[config.mk]
export PLATFORM = sky130hd
export DESIGN_NAME = dmem_responder
export DESIGN_NICKNAME = d
export VERILOG_FILES = /design/src/rtl/dmem_responder_pkg.sv /design/src/rtl/dmem_array.sv /design/src/rtl/dmem_responder.sv
export SDC_FILE = /design/constraint.sdc
export NUM_CORES = 2
export LEC_CHECK = 0
export ABC_AREA = 1
export BUFFER_PORTS_ARGS = -buffer_cell sky130_fd_sc_hd__buf_2
export CAP_MARGIN = 10
export CORE_AREA = 5 5 408 410
export CTS_CLUSTER_DIAMETER = 60
export DETAILED_ROUTE_END_ITERATION = 10
export DIE_AREA = 0 0 413 415
export PLACE_DENSITY = 0.67
export SYNTH_ARGS = -nofsm -noshare
export SYNTH_HDL_FRONTEND = slang
export SYNTH_HIERARCHICAL = 1
export SYNTH_SLANG_ARGS = --single-unit
[constraint.sdc]
create_clock -name clk -period 6.3 [get_ports clk]
set_input_delay 1.26 -clock clk [delete_from_list [all_inputs] [get_ports clk]]
set_output_delay 1.26 -clock clk [all_outputs]
set_load 0.01 [all_outputs]
[src/rtl/dmem_responder_pkg.sv]
// dmem_pkg: shared types and widths for the multi-cycle data-memory responder.
`default_nettype none

package dmem_pkg;

  localparam int DATA_W = 32;
  localparam int ADDR_W = 32;
  localparam int CNT_W  = 4;

  typedef enum logic [1:0] {
    IDLE = 2'd0,
    WAIT = 2'd1,
    DONE = 2'd2
  } dmem_state_t;

endpackage

`default_nettype wire

[src/rtl/dmem_array.sv]
// dmem_array: DEPTH x 32 word array, synchronous write, asynchronous read port.
`default_nettype none

module dmem_array
  import dmem_pkg::*;
#(
  parameter int DEPTH = 64
) (
  input  logic                     clk,
  input  logic                     we,
  input  logic [$clog2(DEPTH)-1:0] idx,
  input  logic [DATA_W-1:0]        wr_data,
  output logic [DATA_W-1:0]        rd_data
);

  logic [DATA_W-1:0] mem [DEPTH];

  always_ff @(posedge clk) begin
    if (we) begin
      mem[idx] <= wr_data;
    end
  end

  assign rd_data = mem[idx];

endmodule

`default_nettype wire

[src/rtl/dmem_responder.sv]
// dmem_responder: fixed-latency load/store responder with core stall output.
// Define DMEM_ERR_EN to fault misaligned or out-of-range accesses.
`default_nettype none

module dmem_responder
  import dmem_pkg::*;
#(
  parameter int DEPTH   = 64,
  parameter int LATENCY = 2
) (
  input  logic              clk,
  input  logic              rst,
  input  logic              req,
  input  logic              wr_en,
  input  logic [ADDR_W-1:0] addr,
  input  logic [DATA_W-1:0] wr_data,
  output logic [DATA_W-1:0] rd_data,
  output logic              ack,
  output logic              stall,
  output logic              err
);

  localparam int IDX_W = $clog2(DEPTH);

  dmem_state_t       state;
  logic [CNT_W-1:0]  cnt;
  logic [IDX_W-1:0]  cap_idx;
  logic              cap_wr;
  logic [DATA_W-1:0] cap_data;
  logic              cap_fault;
  logic              fault_now;
  logic              commit;
  logic              arr_we;
  logic [DATA_W-1:0] arr_rd;

`ifdef DMEM_ERR_EN
  assign fault_now = (addr[1:0] != 2'b00) || (addr >= ADDR_W'(DEPTH * 4));
`else
  logic unused_addr_bits;
  assign unused_addr_bits = ^{addr[ADDR_W-1:IDX_W+2], addr[1:0]};
  assign fault_now        = 1'b0;
`endif

  assign stall  = ((state == IDLE) && req) || (state == WAIT);
  assign commit = (state == WAIT) && (cnt == '0);
  // A reset coinciding with the commit edge must abort the write as well.
  assign arr_we = commit && cap_wr && !cap_fault && !rst;

  dmem_array #(
    .DEPTH (DEPTH)
  ) u_array (
    .clk     (clk),
    .we      (arr_we),
    .idx     (cap_idx),
    .wr_data (cap_data),
    .rd_data (arr_rd)
  );

  always_ff @(posedge clk) begin
    if (rst) begin
      state     <= IDLE;
      cnt       <= '0;
      cap_idx   <= '0;
      cap_wr    <= 1'b0;
      cap_data  <= '0;
      cap_fault <= 1'b0;
      rd_data   <= '0;
      ack       <= 1'b0;
      err       <= 1'b0;
    end else begin
      case (state)
        IDLE: begin
          ack <= 1'b0;
          err <= 1'b0;
          if (req) begin
            cap_idx   <= addr[IDX_W+1:2];
            cap_wr    <= wr_en;
            cap_data  <= wr_data;
            cap_fault <= fault_now;
            cnt       <= CNT_W'(LATENCY - 1);
            state     <= WAIT;
          end
        end
        WAIT: begin
          if (cnt != '0) begin
            cnt <= cnt - 1'b1;
          end else begin
            state <= DONE;
            ack   <= 1'b1;
            err   <= cap_fault;
            if (!cap_wr) begin
              rd_data <= cap_fault ? '0 : arr_rd;
            end
          end
        end
        DONE: begin
          state <= IDLE;
          ack   <= 1'b0;
          err   <= 1'b0;
        end
        default: begin
          state <= IDLE;
          ack   <= 1'b0;
          err   <= 1'b0;
        end
      endcase
    end
  end

endmodule

`default_nettype wire
After elaboration in Yosys (flattened, before gate mapping) --
Memories as Yosys holds them, arrays and structs flattened. A register that Yosys moved wholly into a read port is not among the register bits. Cells that the tools add are included.
Operators by class: $add $sub $neg 1, multipliers 0, divide/modulo/power cells 0, $lt $le $gt $ge 0, equality and inequality tests 4, shift operators 0, multiplexer cells 8, bitwise logic cells 3, reduce and logical (&&, ||, !) cells 15
Operator list (count):
- 4-bit two-way mux | 2
- 4-bit case mux with 2 select lines | 1
- 3-bit AND reduction | 2
- 1-bit logical AND | 4
- 4-bit logical NOT | 1
- 2-bit two-way mux | 2
- 2-bit inequality test, second input constant | 2
- 2-bit case mux with 2 select lines | 1
- 2-bit AND reduction | 2
- 4-bit nonzero test | 1
- 4-bit by 1-bit subtractor with 4-bit output, second input constant | 1
- 1-bit inverter | 3
- 2-bit by 1-bit equality test with 1-bit output, second input constant | 1
- 2-bit logical NOT | 1
- 1-bit two-way mux | 2
- 2-bit by 1-bit inequality test with 1-bit output, second input constant | 1
- 2-bit nonzero test | 1
- 2-bit OR reduction | 1
- 1-bit logical NOT | 1
- 1-bit logical OR | 1
Word-level totals: register bits 46, latch bits 0, RAM bits 2048, bits in read-only memories 0, bits of input ports 68, output and inout port bits 35, logic and storage cells 38, memories 1
Memories:
- u_array.mem | depth 64, width 32, rd ports 1, clocked after Yosys merged registers in 1, wr ports 1, RTL line dmem_array.sv:16 | logic [DATA_W-1:0] mem [DEPTH];

Depth between registers and ports, before layout --
depth in word-level cells 6, depth in mapped cells 17, gate-level depth less buffers 13

Modules after synthesis --
Netlist, hierarchy kept.
By module, submodules not included:
- dmem_array | instances 1, cells an instance 8408, area each 85862.3 um2, seq. area each 61499.0 um2
- dmem_responder | instances 1, cells an instance 357, area each 2915.3 um2, seq. area each 1561.5 um2

Worst setup path after synthesis --
OpenSTA, ideal clock, no wires.
path type in2reg, start in rst, end mem u_array.mem[41][0] (enable), library setup time 502 ps, arrival time 4935 ps, required time 5798 ps, path slack 863 ps, stages on the path 4, buffers on the path 1, path through nor3b_1 > clkbuf_1 > inv_1 > nor4_1
On the way: longest elaborated chain between the ends 4
Ends and longest elaborated chain:
- start: declaration | RTL line dmem_responder.sv:12 | input logic rst,
- 1-bit logical NOT | RTL line dmem_responder.sv:47 | assign arr_we = commit && cap_wr && !cap_fault && !rst;
- 1-bit logical AND | RTL line dmem_responder.sv:47
- 1-bit two-way mux | RTL line dmem_array.sv:19 | if (we) begin
- 1-bit two-way mux (implied by the code) | RTL line dmem_array.sv:20 | mem[idx] <= wr_data;
- end: declaration | RTL line dmem_array.sv:16
Every way passes these cells.

==> out/summary.txt <==
CELLS AND AREA
-----------------------------------------------------------------------------------------
Layout cell share with drive strength beyond 1                                    0.07417
Register Area                                                                  63,110 um2
Final nets                                                                          8,827
Most common library cell in the layout ignoring fill and taps                     nand2_1
Layout overhead on the synthesized area                                            10.43%
Final cell utilization of the core                                                 0.6051
Number of filler instances in the final layout                                     12,878
Combined area of the multi-input logic cells                                   23,960 um2
Commonest cells after routing, fill and taps aside                           5,733 x nand2_1, 2,048 x edfxtp_1, 215 x clkbuf_16

GRT
-----------------------------------------------------------------------------------------
Number of global-route vias before repair                                          55,838
Pin count of the biggest net entering global routing                                  196
Initial antenna violation count                                                         5
Gr usage total                                                                     0.2734
GR Overflow Total                                                                       0
Global-route wire length before repair                                         351,900 um

ROUTE
-----------------------------------------------------------------------------------------
Total via count in the routed design                                               60,011
DRC viols                                                                               0
Routed vias/inst                                                                    5.403
Post-route antenna net violation count                                                  0
Detailed Routing Iterations Pass 1                                                      6
Violation count after the first detailed-routing iteration                          6,649
Wire per inst                                                                    21.31 um
Routed Wire Length                                                             236,700 um

FLOORPLAN
-----------------------------------------------------------------------------------------
Vertical die dimension                                                             415 um
Initial Util                                                                       0.5479
Core Area                                                                     162,000 um2
Count of standard-cell rows                                                           148
# IOs                                                                                 103
Die Footprint                                                                 171,400 um2
Width of the die                                                                   413 um

TIMING
-----------------------------------------------------------------------------------------
Setup Total Neg Slack                                                                0 ns
RSZ-0062 raised after global routing                                                   no
Actual transition at the worst max-transition pin                                1.150 ns
Hold Vio Cnt, Final                                                                     0
Max frequency                                                                   245.1 MHz
Worst max-slew margin expressed relative to the limit                              0.2313
Period utilization                                                                 0.6477
Final Worst Setup Slack                                                          2.219 ns
Minimum period implied by the final worst setup slack                            4.081 ns
Clk_skew                                                                       0.03052 ns
Endpoints failing setup                                                                 0
Pins Over Slew Limit                                                                    0

PLACE
-----------------------------------------------------------------------------------------
DPL Wire Length                                                                122,500 um
Number of buffer cells added on primary ports                                          75
Worst setup slack before clock tree synthesis                                    2.009 ns
Routability cong.                                                                  0.8291

YOSYS
-----------------------------------------------------------------------------------------
Total of flip-flops plus latches after synthesis                                    2,126
Proportion of register bits with asynchronous set or reset after synthesis              0
Mapped Avg Cell Area                                                            10.13 um2
Combined area of all synthesized cells                                         88,780 um2
EDFF count, synth                                                                   2,048
Post-synthesis cell count                                                           8,765
Post-synthesis sequential area ratio                                               0.7103
Synthesized net count                                                               8,835
Total of warnings raised by yosys                                                       6
Most common flop cell mapped by yosys                                            edfxtp_1
Post-synth cell types                                                                  32

CRITICAL PATH
-----------------------------------------------------------------------------------------
Kind of launch point of the worst setup path                                         flop
Category of the worst setup path capture point                                       flop
Critical Path Fanout Max                                                              195
Slowest stage cell, crit path                                                      nor2_1
Cell repeated most along the worst path                                           nand2_1
Series of cell instances along the critical path                             inv_8 -> buf_12 -> nand2_1 -> nand2_1 -> nand2_1 -> nand2_1 -> nand2_1 -> nand2_1 -> nand2_1 -> nand2_1 -> nor2_1 -> nand2_1 -> o21ai_1 -> nor2_1
CP Class                                                                     flop to flop
Worst EP required                                                                 7.02 ns
Delay contributed by the slowest stage of the critical path                       0.85 ns
Arr. time, crit path                                                              4.80 ns
R2r setup slk                                                                     2.22 ns

CLOCKING
-----------------------------------------------------------------------------------------
Worst-Skew Late Latency                                                           0.83 ns
Number of CTS-inserted buffers                                                        205
Num Clock Sinks                                                                     2,126
CTS hold repair buffers                                                                 0
Buffer depth of the longest clock path                                                  3
Resized Gates After CTS                                                                 0
Count of H-tree levels built during CTS                                                 4
TritonCTS clock tree                                                                built
Clock transition at the registers of the reported paths                           0.06 ns
Clock Root Buffer                                                               clkbuf_16
Buffers inserted during post-CTS setup optimization                                     0

POWER
-----------------------------------------------------------------------------------------
Leakage power                                                                    40.98 nW
Total power density per cell area                                            317.1 nW/um2
Peak ir drop on the vdd network                                                  254.8 uV

OUTCOME
-----------------------------------------------------------------------------------------
Status                                                                          completed

WORST HOLD PATH
-----------------------------------------------------------------------------------------
Type of the most critical hold path                                          flop to flop

FLOW RUN
-----------------------------------------------------------------------------------------
Number of violations of the max-capacitance limit                                       0

critical path, delay by kind of cell, from the launching register on:
family          cells  cell delay (ns)
compound gates      1             0.20
flops               1             0.69
buf+inv             2             0.72
simple gates       11             1.95
cell type report:
type / count / area share
multi-input combinational: 6156 / 0.2444
inverter: 39 / 0.001825
antenna: 6 / 0.0001531
sequential: 2126 / 0.6437
clock inverter: 107 / 0.006981
clock buffer: 269 / 0.05745
tap: 2175 / 0.02776
timing repair buffer: 229 / 0.01766
stage by stage:
stage | hold WS [ns] | instances | cell area [um2] | power, mW
floorplan | 0.4494 | 8765 | 88780 | 18.35
global placement | 0.4222 | 10725 | 91710 | 19.61
detailed placement | 0.4249 | 10725 | 91710 | 19.66
CTS | 0.4400 | 11101 | 98030 | 31.17
global route | 0.4488 | 11101 | 98030 | 32.22
finish | 0.4396 | 11107 | 98040 | 31.09
per-layer routing:
metal / track usage / vias to the layer above / wire length (um) / part of all wire
li1: - / 28281 / - / -
met1: 0.3929 / 28605 / 96570 / 0.41
met2: 0.4273 / 2730 / 109300 / 0.46
met3: 0.05435 / 395 / 23950 / 0.10
met4: 0.08199 / 0 / 6921 / 0.029
met5: 0 / - / 0 / 0
worst paths after layout:
check / cells past startpoint / start / end
worst min-delay path: 0 / cap_data[24] / u_array/mem[35][24]
worst max register to register: 14 / cap_idx[0] / rd_data[10]
worst max-delay path: 14 / cap_idx[0] / rd_data[10]
worst min register to register: 0 / cap_data[24] / u_array/mem[35][24]
power breakdown:
| group | total [mW] | leakage [nW] | internal (mW) | switching [mW] |
|---|---|---|---|---|
| clock network | 11.7 | 3.10 | 6.51 | 5.15 |
| registers | 15.9 | 19.4 | 15.8 | 0.0734 |
| logic | 3.57 | 18.4 | 0.780 | 2.79 |
| total | 31.1 | 41.0 | 23.1 | 8.01 |
registers in the layout, summed over array words and instances, names as in the netlist:
register,count
cnt,4
rd_data,32
cap_wr,1
cap_idx,6
cap_data,32
state,2
u_array/mem,2048
ack,1
cell families after synthesis:
kind of cell / share of synthesized area
and+or+nand+nor: 0.2585
DFF: 0.7103
buffers and inverters: 0.02568
AOI/OAI and AO/OA: 0.005158
adders and majority gates: 0.0002818
other: 0.00004224
cells in the mapped netlist, types with 4 or more instances:
cell type,instances,area [um2]
clkbuf_1,147,551.8
nor3_2,7,70.07
or2_2,5,31.28
nand2_2,4,25.02
nand2_1,5733,21520
buf_1,27,101.4
buf_2,248,1241
nand3_1,15,75.07
nor2_1,269,1010
o21ai_1,33,165.2
buf_4,12,90.09
inv_1,20,75.07
buf_6,7,78.83
nor2_2,21,131.4
inv_2,17,63.81
o21ai_0,48,240.2
edfxtp_1,2048,61500
dfxtp_1,78,1562
o211ai_1,5,37.54
(Power assumes the default switching activity.)
